<file path="src/rtl/show_draw_scheduler.sv">
// Draw command sequencer: buffers CLEAR/RECT/CHAR commands and holds each one
// on the overlay engine's draw inputs for exactly as long as the engine needs.
module show_draw_scheduler #(
    parameter int A_W   = 7,
    parameter int L_W   = 8,
    parameter int DEPTH = 16
) (
    input  logic             sys_clk,
    input  logic             sys_rst,
    input  logic             cmd_valid,
    output logic             cmd_ready,
    input  logic [1:0]       cmd_type,
    input  logic [2:0]       cmd_color,
    input  logic [A_W-1:0]   cmd_ascii,
    input  logic [2*L_W-1:0] cmd_a,
    input  logic [2*L_W-1:0] cmd_b,
    output logic             busy,
    output logic             done,
    output logic [A_W-1:0]   o_ascii,
    output logic [2:0]       o_color,
    output logic [L_W-1:0]   o_ys,
    output logic [L_W-1:0]   o_ye,
    output logic [L_W-1:0]   o_x,
    output logic [L_W-1:0]   o_y,
    output logic [L_W-1:0]   o_x1,
    output logic [L_W-1:0]   o_y1,
    output logic [L_W-1:0]   o_x2,
    output logic [L_W-1:0]   o_y2
);
    localparam int AW  = $clog2(DEPTH);
    localparam int N_W = 2*L_W + 1;

    typedef struct packed {
        logic [1:0]       typ;
        logic [2:0]       color;
        logic [A_W-1:0]   ascii;
        logic [2*L_W-1:0] a;
        logic [2*L_W-1:0] b;
    } cmd_t;

    typedef struct packed {
        logic [A_W-1:0] ascii;
        logic [2:0]     color;
        logic [L_W-1:0] ys, ye, x, y, x1, y1, x2, y2;
    } out_t;

    typedef enum logic [1:0] {S_IDLE, S_LOAD, S_RUN} state_t;

    cmd_t           r_mem [DEPTH];
    logic [AW:0]    r_wptr, r_rptr;
    cmd_t           r_ent;
    state_t         r_state, w_next;
    logic [N_W-1:0] r_cnt, r_len, w_len;
    out_t           r_out, w_run, w_idle;
    logic           w_full, w_empty, w_push, w_pop, w_drop, w_last, w_nowrite;
    logic [L_W-1:0] w_ahi, w_alo, w_bhi, w_blo;
    logic [L_W:0]   w_rows, w_sum;
    logic [L_W+2:0] w_perim;

    assign w_empty   = (r_wptr == r_rptr);
    assign w_full    = (r_wptr[AW] != r_rptr[AW]) && (r_wptr[AW-1:0] == r_rptr[AW-1:0]);
    assign w_push    = cmd_valid && !w_full;
    assign cmd_ready = !w_full;
    assign busy      = (r_state != S_IDLE) || !w_empty;
    assign done      = w_last;

    // Field split of the loaded command; a is {x1,y1}/{x,y}/{ys,ye}, b is {x2,y2}
    assign w_ahi = r_ent.a[2*L_W-1:L_W];
    assign w_alo = r_ent.a[L_W-1:0];
    assign w_bhi = r_ent.b[2*L_W-1:L_W];
    assign w_blo = r_ent.b[L_W-1:0];

    // Rows covered plus one extra row pass for the engine's column re-alignment
    assign w_rows  = {1'b0, w_alo} - {1'b0, w_ahi} + {{L_W{1'b0}}, 1'b1};
    // Rectangle outline length: 2*(dx+dy)+2 pixels
    assign w_sum   = {1'b0, w_bhi - w_ahi} + {1'b0, w_blo - w_alo};
    assign w_perim = {1'b0, w_sum, 1'b0} + {{(L_W+1){1'b0}}, 2'b10};
    assign w_nowrite = (r_ent.ascii == A_W'(0)) || (r_ent.ascii == A_W'(1)) ||
                       (r_ent.ascii == A_W'(32));

    // Hold length of the loaded command; zero means the command is dropped
    always_comb begin
        w_len = '0;
        case (r_ent.typ)
            2'd0:    if (w_ahi <= w_alo)
                         w_len = {w_rows, {L_W{1'b0}}} + {{L_W{1'b0}}, 1'b1, {L_W{1'b0}}};
            2'd1:    if (w_bhi >= w_ahi && w_blo >= w_alo) w_len = N_W'(w_perim);
            2'd2:    w_len = N_W'(8'd128);
            default: w_len = '0;
        endcase
    end
    assign w_drop = (r_ent.typ == 2'd3) || (w_len == '0);

    // Engine-facing values for the loaded command; unused coordinates park at 0
    always_comb begin
        w_idle       = '0;
        w_idle.ascii = A_W'(32);
        w_run        = '0;
        w_run.color  = r_ent.color;
        case (r_ent.typ)
            2'd0: begin
                w_run.ascii = '0;
                w_run.ys    = w_ahi;
                w_run.ye    = w_alo;
            end
            2'd1: begin
                w_run.ascii = A_W'(1);
                w_run.x1    = w_ahi;
                w_run.y1    = w_alo;
                w_run.x2    = w_bhi;
                w_run.y2    = w_blo;
            end
            default: begin
                w_run.ascii = w_nowrite ? A_W'(32) : r_ent.ascii;
                w_run.x     = w_ahi;
                w_run.y     = w_alo;
            end
        endcase
    end

    // State register
    always_ff @(posedge sys_clk) begin
        if (sys_rst) r_state <= S_IDLE;
        else         r_state <= w_next;
    end

    // Next state, FIFO pop and done pulse
    always_comb begin
        w_next = r_state;
        w_pop  = 1'b0;
        w_last = 1'b0;
        case (r_state)
            S_IDLE: if (!w_empty) begin
                w_pop  = 1'b1;
                w_next = S_LOAD;
            end
            S_LOAD: w_next = w_drop ? S_IDLE : S_RUN;
            S_RUN: if (r_cnt == r_len - {{(N_W-1){1'b0}}, 1'b1}) begin
                w_last = 1'b1;
                if (!w_empty) begin
                    w_pop  = 1'b1;
                    w_next = S_LOAD;
                end else begin
                    w_next = S_IDLE;
                end
            end
            default: w_next = S_IDLE;
        endcase
    end

    // FIFO storage, no reset needed since pointers gate its contents
    always_ff @(posedge sys_clk) begin
        if (w_push) r_mem[r_wptr[AW-1:0]] <= {cmd_type, cmd_color, cmd_ascii, cmd_a, cmd_b};
    end

    // Pointers, loaded entry, hold counter and registered engine outputs
    always_ff @(posedge sys_clk) begin
        if (sys_rst) begin
            r_wptr <= '0;
            r_rptr <= '0;
            r_ent  <= '0;
            r_cnt  <= '0;
            r_len  <= '0;
            r_out  <= w_idle;
        end else begin
            if (w_push) r_wptr <= r_wptr + 1'b1;
            if (w_pop) begin
                r_ent  <= r_mem[r_rptr[AW-1:0]];
                r_rptr <= r_rptr + 1'b1;
            end
            if (r_state == S_RUN) r_cnt <= r_cnt + 1'b1;
            if (r_state == S_LOAD && !w_drop) begin
                r_len <= w_len;
                r_cnt <= '0;
                r_out <= w_run;
            end
            if (w_next == S_IDLE) r_out <= w_idle;
        end
    end

    assign o_ascii = r_out.ascii;
    assign o_color = r_out.color;
    assign o_ys    = r_out.ys;
    assign o_ye    = r_out.ye;
    assign o_x     = r_out.x;
    assign o_y     = r_out.y;
    assign o_x1    = r_out.x1;
    assign o_y1    = r_out.y1;
    assign o_x2    = r_out.x2;
    assign o_y2    = r_out.y2;
endmodule

</file>
<file path="config.mk">
export PLATFORM = sky130hd
export DESIGN_NAME = show_draw_scheduler
export DESIGN_NICKNAME = d
export VERILOG_FILES = /design/src/rtl/show_draw_scheduler.sv
export SDC_FILE = /design/constraint.sdc
export NUM_CORES = 1
export LEC_CHECK = 0
export CAP_MARGIN = 0
export CELL_PAD_IN_SITES_DETAIL_PLACEMENT = 0
export CELL_PAD_IN_SITES_GLOBAL_PLACEMENT = 1
export CORE_MARGIN = 1
export CORE_UTILIZATION = 50
export CTS_BUF_LIST = sky130_fd_sc_hd__clkbuf_2
export CTS_CLUSTER_DIAMETER = 200
export DETAILED_ROUTE_END_ITERATION = 6
export PLACE_DENSITY_LB_ADDON = 0.15
export SLEW_MARGIN = 20
export SYNTH_ARGS = -nofsm -noshare
export SYNTH_HDL_FRONTEND = slang
export SYNTH_SLANG_ARGS = --single-unit
</file>
<file path="constraint.sdc">
create_clock -name sys_clk -period 6.3 [get_ports sys_clk]
set_input_delay 0.63 -clock sys_clk [delete_from_list [all_inputs] [get_ports sys_clk]]
set_output_delay 0.63 -clock sys_clk [all_outputs]
set_load 0.02 [all_outputs]
</file>
==> results_dict.tcl, run 1 <==
set metrics [dict create \
    drt-vias-per-instance 5.94 \
    dp_hpwl_mm 49.2 \
    synth_adder_area_share 0.0216 \
    antenna_found_initial 8 \
    crit_slowest_cell "or4b_2" \
    post-route-period-util 0.868 \
    syn_avg_cell_area_um2 16.6 \
    ant_nets 0 \
    status "finished, final reports clean" \
    fin_crit_ps 5470 \
    die_h_um 271 \
    worstMarginPinSlew_ps 997 \
    critical_path_arrival_ps 6700 \
    synth_compound_area_frac 0.0506 \
    async_flop_share 0 \
    chipWidth_um 271 \
    rrSetupSlack_ps 830 \
    synth.distinct_cells 77 \
    path_cells "inv_1 -> ha_1 -> nor2b_1 -> o21ai_0 -> a21oi_1 -> o21ai_0 -> nand2b_1 -> xor2_1 -> ha_1 -> or2_2 -> o311a_1 -> nor3_2 -> and3_1 -> a211oi_1 -> or4b_2 -> buf_4 -> o21ai_2 -> mux2i_1" \
    hold_ws_ps 185 \
    final_common_cell "edfxtp_1" \
    synth-xor-area-share 0.0186 \
    clk_path_buf_depth 3 \
    drive_gt1_frac 0.240 \
    met1Wirelength_mm 36.1 \
    clock_latency_ps 1400 \
    route.met2.wl_mm 45.0 \
    syn_inst 2184 \
    grt_max_degree 128 \
    crit_required_ps 7530 \
    fill_cells 5725 \
    clk_pin_slew_ps 100 \
    muxShareOfSynthArea 0.154 \
    avgRoutedWirePerCell_um 25.1 \
    yosysSeqAreaShare 0.674 \
    mostFrequentLayoutCells "edfxtp_1 (704), clkbuf_2 (304), mux4_2 (220), dfxtp_1 (159), clkdlybuf4s50_1 (122)" \
    dr.max_layer_used "met5" \
    ys_ff_latch 867 \
    maxCapViolations 0 \
    slew_headroom 0.335 \
    power_mw 20.3 \
    clock-skew-final_ps 131 \
    synth_ff_type "edfxtp_1" \
    gp_congestion 0.849 \
    slew_violations 0 \
    track_usage 0.246 \
    coreArea_um2 71600 \
    crit_path_max_incr_delay_ps 740 \
    drc_errors 0 \
    synth_fp_nets 2291 \
    pin_count 124 \
    fin_tns_setup_ps 0 \
    place_ws_ps 849 \
    cts_buffers 210 \
    leakage_nw 13.3 \
    max_freq_mhz 183 \
    worstSetupPathType "reg -> reg" \
    vias 21100 \
    root_buffer "clkbuf_2" \
    crit_fanout 51 \
    peakVddDrop_v 0.00101 \
    cts_tree "built" \
    yosys.area_share.simple 0.0617 \
    crit_path_end_kind "flop" \
    final-hold-violation-count 0 \
    wl_mm 89.2 \
    netlist_area_um2 36200 \
    crit_path_start_kind "flop" \
    start_util 0.506 \
    dieArea_um2 73500 \
    portBuffers 123 \
    rows 98 \
    wl_met3_mm 5.78 \
    grt_setup_unrepaired "no" \
    clock_sinks 867 \
    num-nets-final 2547 \
    first_pass_iters 6 \
    cts-htree-levels 4 \
    grt_pass1_vias 21600 \
    overflow 0 \
    ys_warn_count 0 \
    setup_viol 0 \
    synth_edf_count 704 \
    finalWorstSetupSlack_ps 833 \
    grt_pass1_wl_mm 133 \
    synth_top_family_by_area "multiplexers" \
    power_density_nw_per_um2 499 \
    hp-class "in -> reg" \
    synthToLayoutAreaGrowth_pct 12.3 \
    drtIter0Drc 1856 \
]
==> synthesized netlist by cell type (all sizes together), types with 11 or more instances <==
cell type  count  area [µm²]
edfxtp       704       21100
mux4         220        4950
dfxtp        163        3260
nor2         108         405
clkbuf       104         390
nand3         98         490
nand2         93         352
a22oi         70         526
nor3          65         330
mux2i         59         591
ha            56         701
a31oi         50         313
a21oi         46         230
inv           46         173
xor2          40         350
xnor2         37         324
buf           32         159
and3          25         156
nand4         14        87.6
o21ai         14        73.8
a211oi        13         120
a21o          11        82.6
==> report_power, final <==
group / total (mW) / internal, mW / switching, mW
registers: 6.78 / 6.43 / 0.348
clock network: 3.57 / 1.36 / 2.21
logic: 9.93 / 3.61 / 6.33
total: 20.3 / 11.4 / 8.88
==> final timing paths <==
| check | start | end | depth (start not counted) |
|---|---|---|---|
| min reg2reg | o_ascii[1]$_SDFFE_PP0P_ | o_ascii[1]$_SDFFE_PP0P_ | 2 |
| min | cmd_a[0] | r_mem[4][16]$_DFFE_PP_ | 1 |
| max reg2reg | r_ent[25]$_SDFFE_PP0P_ | r_len[3]$_SDFFE_PP0P_ | 18 |
| max | r_ent[25]$_SDFFE_PP0P_ | r_len[3]$_SDFFE_PP0P_ | 18 |
==> through the flow <==
step	utilization	cell area, µm²	instances
finish	0.568	40700	3560
global route	0.568	40700	3560
CTS	0.568	40700	3557
detailed placement	0.539	38600	3159
global placement	0.539	38600	3159
floorplan	-	36200	2184
==> routing by layer <==
layer / global-route usage / vias up
li1: - / 9422
met1: 0.317 / 10800
met2: 0.408 / 714
met3: 0.0605 / 151
met4: 0.0889 / 8
met5: 0 / -
==> state kept, by name (all words and copies together) (netlist names), 16 cells and up <==
| register | cells |
|---|---|
| r_cnt | 17 |
| r_ent | 44 |
| r_len | 16 |
| r_mem | 704 |
==> final cells by class <==
class                      instances  area (µm²)  area share
antenna                            3        7.51    0.000185
multi-input combinational       1135       11300       0.277
clock buffer                     304        1520      0.0374
clock inverter                    75         367     0.00902
timing repair buffer             180        1730      0.0425
tap                              950        1190      0.0292
sequential                       867       24400       0.600
inverter                          46         173     0.00425
==> timing repair <==
item | in CTS | in global routing
gates resized for setup | 0 | 0
hold buffers | 19 | 0
hold endpoints to repair | 193 | 0
buffers inserted | 0 | 0
==> logic make-up after synthesis <==
| group | count (synthesis) |
|---|---|
| AO/OA/AOI/OAI | 260 |
| AND/OR/NAND/NOR | 457 |
| buffers and inverters | 182 |
| multiplexers | 281 |
| flip-flops | 867 |
| adder cells (fa/ha/maj) | 60 |
| XOR/XNOR | 77 |
==> critical path, delay by kind of cell, from the launching register on <==
family | cells | cell delay, ps
compound gates | 6 | 1410
xor+xnor | 1 | 170
fa+ha+maj | 2 | 700
buf+inv | 2 | 480
flops | 1 | 420
mux | 1 | 270
simple gates | 6 | 1930
(Power assumes the default switching activity.)
==> inputs of run 2 (changes only) <==
- CORE_UTILIZATION: 50 -> 55
- MAX_ROUTING_LAYER: not set -> met4
==> results_dict.tcl, run 2 (synthesis results as in run 1) <==
set metrics [dict create \
    clock_latency_ps 1440 \
    start_util 0.559 \
    final_common_cell "edfxtp_1" \
    coreArea_um2 64800 \
    cts-htree-levels 4 \
    path_buf_inv 2 \
    worstSetupPathType "reg -> reg" \
    clk_pin_slew_ps 110 \
    chipWidth_um 259 \
    crit_required_ps 7630 \
    synthToLayoutAreaGrowth_pct 12.5 \
    drive_gt1_frac 0.242 \
    cts_buffers 211 \
    antenna_found_initial 7 \
    num-nets-final 2549 \
    clk_path_buf_depth 3 \
    cts_tree "built" \
    peakVddDrop_v 0.00104 \
    dieArea_um2 66900 \
    fin_crit_ps 5390 \
    status "finished, final reports clean" \
    maxCapViolations 0 \
    max_freq_mhz 185 \
    critPathTopFamily "compound AO/OA/AOI/OAI gates" \
    first_pass_iters 6 \
    critical_path_arrival_ps 6720 \
    crit_path_max_incr_delay_ps 760 \
    pin_count 124 \
    mostFrequentLayoutCells "edfxtp_1 (704), clkbuf_2 (305), mux4_2 (220), dfxtp_1 (159), clkdlybuf4s50_1 (122)" \
    path_cells "ha_1 -> inv_1 -> fa_1 -> a21oi_1 -> nor2b_1 -> nor2_1 -> xnor2_1 -> ha_1 -> nand3_1 -> o211ai_1 -> o41ai_1 -> xor2_1 -> nor3_1 -> a211oi_1 -> or4b_2 -> buf_4 -> o21ai_2 -> mux2i_1" \
    hold_buffers 23 \
    setup_viol 0 \
    cp_common_cell "ha_1" \
    fin_tns_setup_ps 0 \
    worstMarginPinSlew_ps 1220 \
    largest_reg_flops 704 \
    avgRoutedWirePerCell_um 25.1 \
    crit_path_end_kind "flop" \
    final-hold-violation-count 0 \
    dp_hpwl_mm 48.3 \
    vias 21200 \
    gp_congestion 0.845 \
    drt-vias-per-instance 6.08 \
    root_buffer "clkbuf_2" \
    ant_nets 0 \
    grt_pass1_wl_mm 131 \
    hp-class "in -> reg" \
    rows 93 \
    drtIter0Drc 2306 \
    wl_mm 87.4 \
    portBuffers 123 \
    track_usage 0.276 \
    clock_sinks 867 \
    slew_violations 0 \
    grt_max_degree 154 \
    grt_setup_unrepaired "no" \
    clock-skew-final_ps 110 \
    crit_path_start_kind "flop" \
    crit_fanout 51 \
    grt_pass1_vias 21400 \
    crit_slowest_cell "or4b_2" \
    leakage_nw 13.4 \
    overflow 0 \
    cts_resized 0 \
    die_h_um 259 \
    power_mw 20.6 \
    post-route-period-util 0.856 \
    drc_errors 0 \
    power_density_nw_per_um2 505 \
    post_cts_buffers 0 \
    slew_headroom 0.184 \
]
run 2: final cells by class:
| cell class | instances | area [µm²] |
|---|---|---|
| sequential | 867 | 24400 |
| fill | 4697 | 24100 |
| multi-input combinational | 1135 | 11300 |
| timing repair buffer | 181 | 1760 |
| clock buffer | 305 | 1530 |
| tap | 855 | 1070 |
| clock inverter | 87 | 505 |
| inverter | 46 | 173 |
| antenna | 8 | 20.0 |
run 2: worst paths after layout:
kind	startpoint	end	slack (ps)	depth (start not counted)
worst min-delay path	cmd_ascii[5]	r_mem[11][37]$_DFFE_PP_	170	1
worst max register to register	r_ent[16]$_SDFFE_PP0P_	r_len[3]$_SDFFE_PP0P_	910	18
worst max-delay path	r_ent[16]$_SDFFE_PP0P_	r_len[3]$_SDFFE_PP0P_	910	18
worst min register to register	o_color[0]$_SDFFE_PP0P_	o_color[0]$_SDFFE_PP0P_	490	1
run 2: worst register-to-register path, stage by stage, from the launching register on:
cell and delay (ps):
dfxtp_1 490, ha_1 200, inv_1 60, fa_1 400, a21oi_1 190, nor2b_1 110
nor2_1 120, xnor2_1 130, ha_1 290, nand3_1 100, o211ai_1 130, o41ai_1 560
xor2_1 250, nor3_1 210, a211oi_1 130, or4b_2 760, buf_4 330, o21ai_2 590
mux2i_1 240
run 2: power by group:
group          internal (mW)  switching [mW]  total [mW]
logic                   3.63            6.41        10.0
clock network           1.51            2.27        3.78
registers               6.43           0.330        6.76
total                   11.6            9.01        20.6
run 2: stage by stage:
step,instance area [µm²],util,setup slack (ps),instances,hold slack [ps]
after floorplan,36200,-,1070,2184,449
after global placement,38500,0.593,1080,3061,467
after detailed placement,38500,0.593,939,3061,465
after CTS,40700,0.628,895,3476,0.672
after global routing,40700,0.628,556,3483,66.8
final,40700,0.628,906,3484,171
run 2: metal layers:
layer	routed length, µm	GRT usage
met4	2100	0.0906
met2	43600	0.438
met5	0	-
met1	36000	0.356
met3	5710	0.0595
==> inputs of run 3 (changes only) <==
- ABC_CLOCK_PERIOD_IN_PS: not set -> 6300
- CORE_UTILIZATION: 55 -> 40
==> results_dict.tcl, run 3 (synthesis results as in run 1) <==
set metrics [dict create \
    fin_tns_setup_ps 0 \
    slew_violations 0 \
    cts_buffers 213 \
    place_area_um2 38900 \
    dp_hpwl_mm 52.7 \
    post-route-period-util 0.874 \
    postLayoutCoreUtil 0.463 \
    power_switching_mw 9.02 \
    setup_viol 0 \
    grt_pass1_wl_mm 140 \
    cts_tree "built" \
    pin_count 124 \
    vias 21000 \
    fin_crit_ps 5510 \
    crit_required_ps 7590 \
    clock-skew-final_ps 71.3 \
    antenna_found_initial 8 \
    drt-vias-per-instance 5.53 \
    power_density_nw_per_um2 497 \
    post_cts_buffers 0 \
    holdCritStartpoint "o_color[2]$_SDFFE_PP0P_" \
    dieArea_um2 91800 \
    ant_nets 0 \
    status "finished, final reports clean" \
    cts-htree-levels 4 \
    crit_path_end_kind "flop" \
    grt_max_degree 96 \
    clkPwrFrac 0.177 \
    start_util 0.407 \
    leakage_nw 13.4 \
    first_pass_iters 5 \
    power_mw 20.5 \
    synthToLayoutAreaGrowth_pct 13.9 \
    overflow 0 \
    die_h_um 303 \
    dr.max_layer_used "met4" \
    largest_reg_flops 704 \
    pwr-share-comb 0.495 \
    wl_met3_mm 4.20 \
    worstSetupPathType "reg -> reg" \
    max_freq_mhz 182 \
    crit_path_start_kind "flop" \
    clock_sinks 867 \
    slew_headroom 0.270 \
    drive_gt1_frac 0.239 \
    crit_fanout 51 \
    final-hold-violation-count 0 \
    critical_path_arrival_ps 6790 \
    chipWidth_um 303 \
    met1Wirelength_mm 40.5 \
    grt_pass1_vias 21700 \
    track_usage 0.217 \
    root_buffer "clkbuf_2" \
    mostFrequentLayoutCells "edfxtp_1 (704), clkbuf_2 (294), mux4_2 (220), dfxtp_1 (159), clkdlybuf4s50_1 (122)" \
    fill_cells 7849 \
    drtIter0Drc 1540 \
    clock_latency_ps 1440 \
    drc_errors 0 \
    startpoint "r_ent[25]$_SDFFE_PP0P_" \
    route.met2.wl_mm 48.6 \
    swShare 0.440 \
    worstMarginPinSlew_ps 1090 \
    coreArea_um2 89100 \
    regToRegStartpoint "r_ent[25]$_SDFFE_PP0P_" \
    final_cell_area_um2 41200 \
    gp_congestion 0.886 \
    maxCapViolations 0 \
    avgRoutedWirePerCell_um 25.0 \
    rows 109 \
    hp-class "reg -> reg" \
    portBuffers 123 \
    grt_setup_unrepaired "no" \
    num-nets-final 2583 \
    hold_ws_ps 484 \
    clk_pin_slew_ps 100 \
    seqPwrFrac 0.328 \
    wl_mm 94.8 \
    p_int_mw 11.5 \
    peakVddDrop_v 0.000855 \
    final_common_cell "edfxtp_1" \
    clk_path_buf_depth 3 \
]
==> run 3: timing repair <==
action / CTS / global route
endpoints found under the setup margin: 0 / 0
gates resized for setup: 0 / 0
hold buffers: 49 / 0
hold endpoints to repair: 770 / 0
==> run 3: through the flow <==
stage               std cells  setup slack (ps)
floorplan                2184              1070
global route             3798               571
global placement         3377              1050
detailed placement       3377               922
finish                   3798               795
CTS                      3789               840
==> run 3: area by class of cell <==
cell class                 instances  area (µm²)  share of cell area
inverter                          46         173             0.00419
sequential                       867       24400               0.592
multi-input combinational       1135       11300               0.273
timing repair buffer             213        2040              0.0494
clock inverter                    69         399             0.00968
tap                             1165        1460              0.0353
antenna                            9        22.5            0.000546
clock buffer                     294        1470              0.0357
==> run 3: worst paths after layout <==
kind	end	slack (ps)	cells past startpoint
worst min-delay path	o_color[2]$_SDFFE_PP0P_	480	1
worst max register to register	r_len[6]$_SDFFE_PP0P_	790	18
worst max-delay path	r_len[6]$_SDFFE_PP0P_	790	18
worst min register to register	o_color[2]$_SDFFE_PP0P_	480	1
==> run 3: routing by layer <==
layer / up-vias / GRT usage
li1: 9438 / -
met1: 10900 / 0.272
met2: 544 / 0.358
met3: 112 / 0.0405
met4: 0 / 0.0641
met5: - / -
==> run 3: power groups by stage <==
stage / combinational, mW / sequential, mW / clock (mW)
after floorplan: 7.37 / 6.73 / 0
after global placement: 9.97 / 6.85 / 0
after detailed placement: 10.0 / 6.86 / 0
after CTS: 10.1 / 6.73 / 3.80
after global routing: 11.0 / 6.77 / 4.07
final: 10.1 / 6.73 / 3.63
==> run 3: critical path, stage by stage, from the launching register on <==
cell and delay (ps):
dfxtp_1 470, inv_1 160, ha_1 310, nor2b_1 130, o21ai_0 180, a21oi_1 120, o21ai_0 170, nand2b_1 120
xor2_1 160, ha_1 390, or2_2 340, o311a_1 150, nor3_2 360, and3_1 290, a211oi_1 120, or4b_2 740
buf_4 340, o21ai_2 580, mux2i_1 250
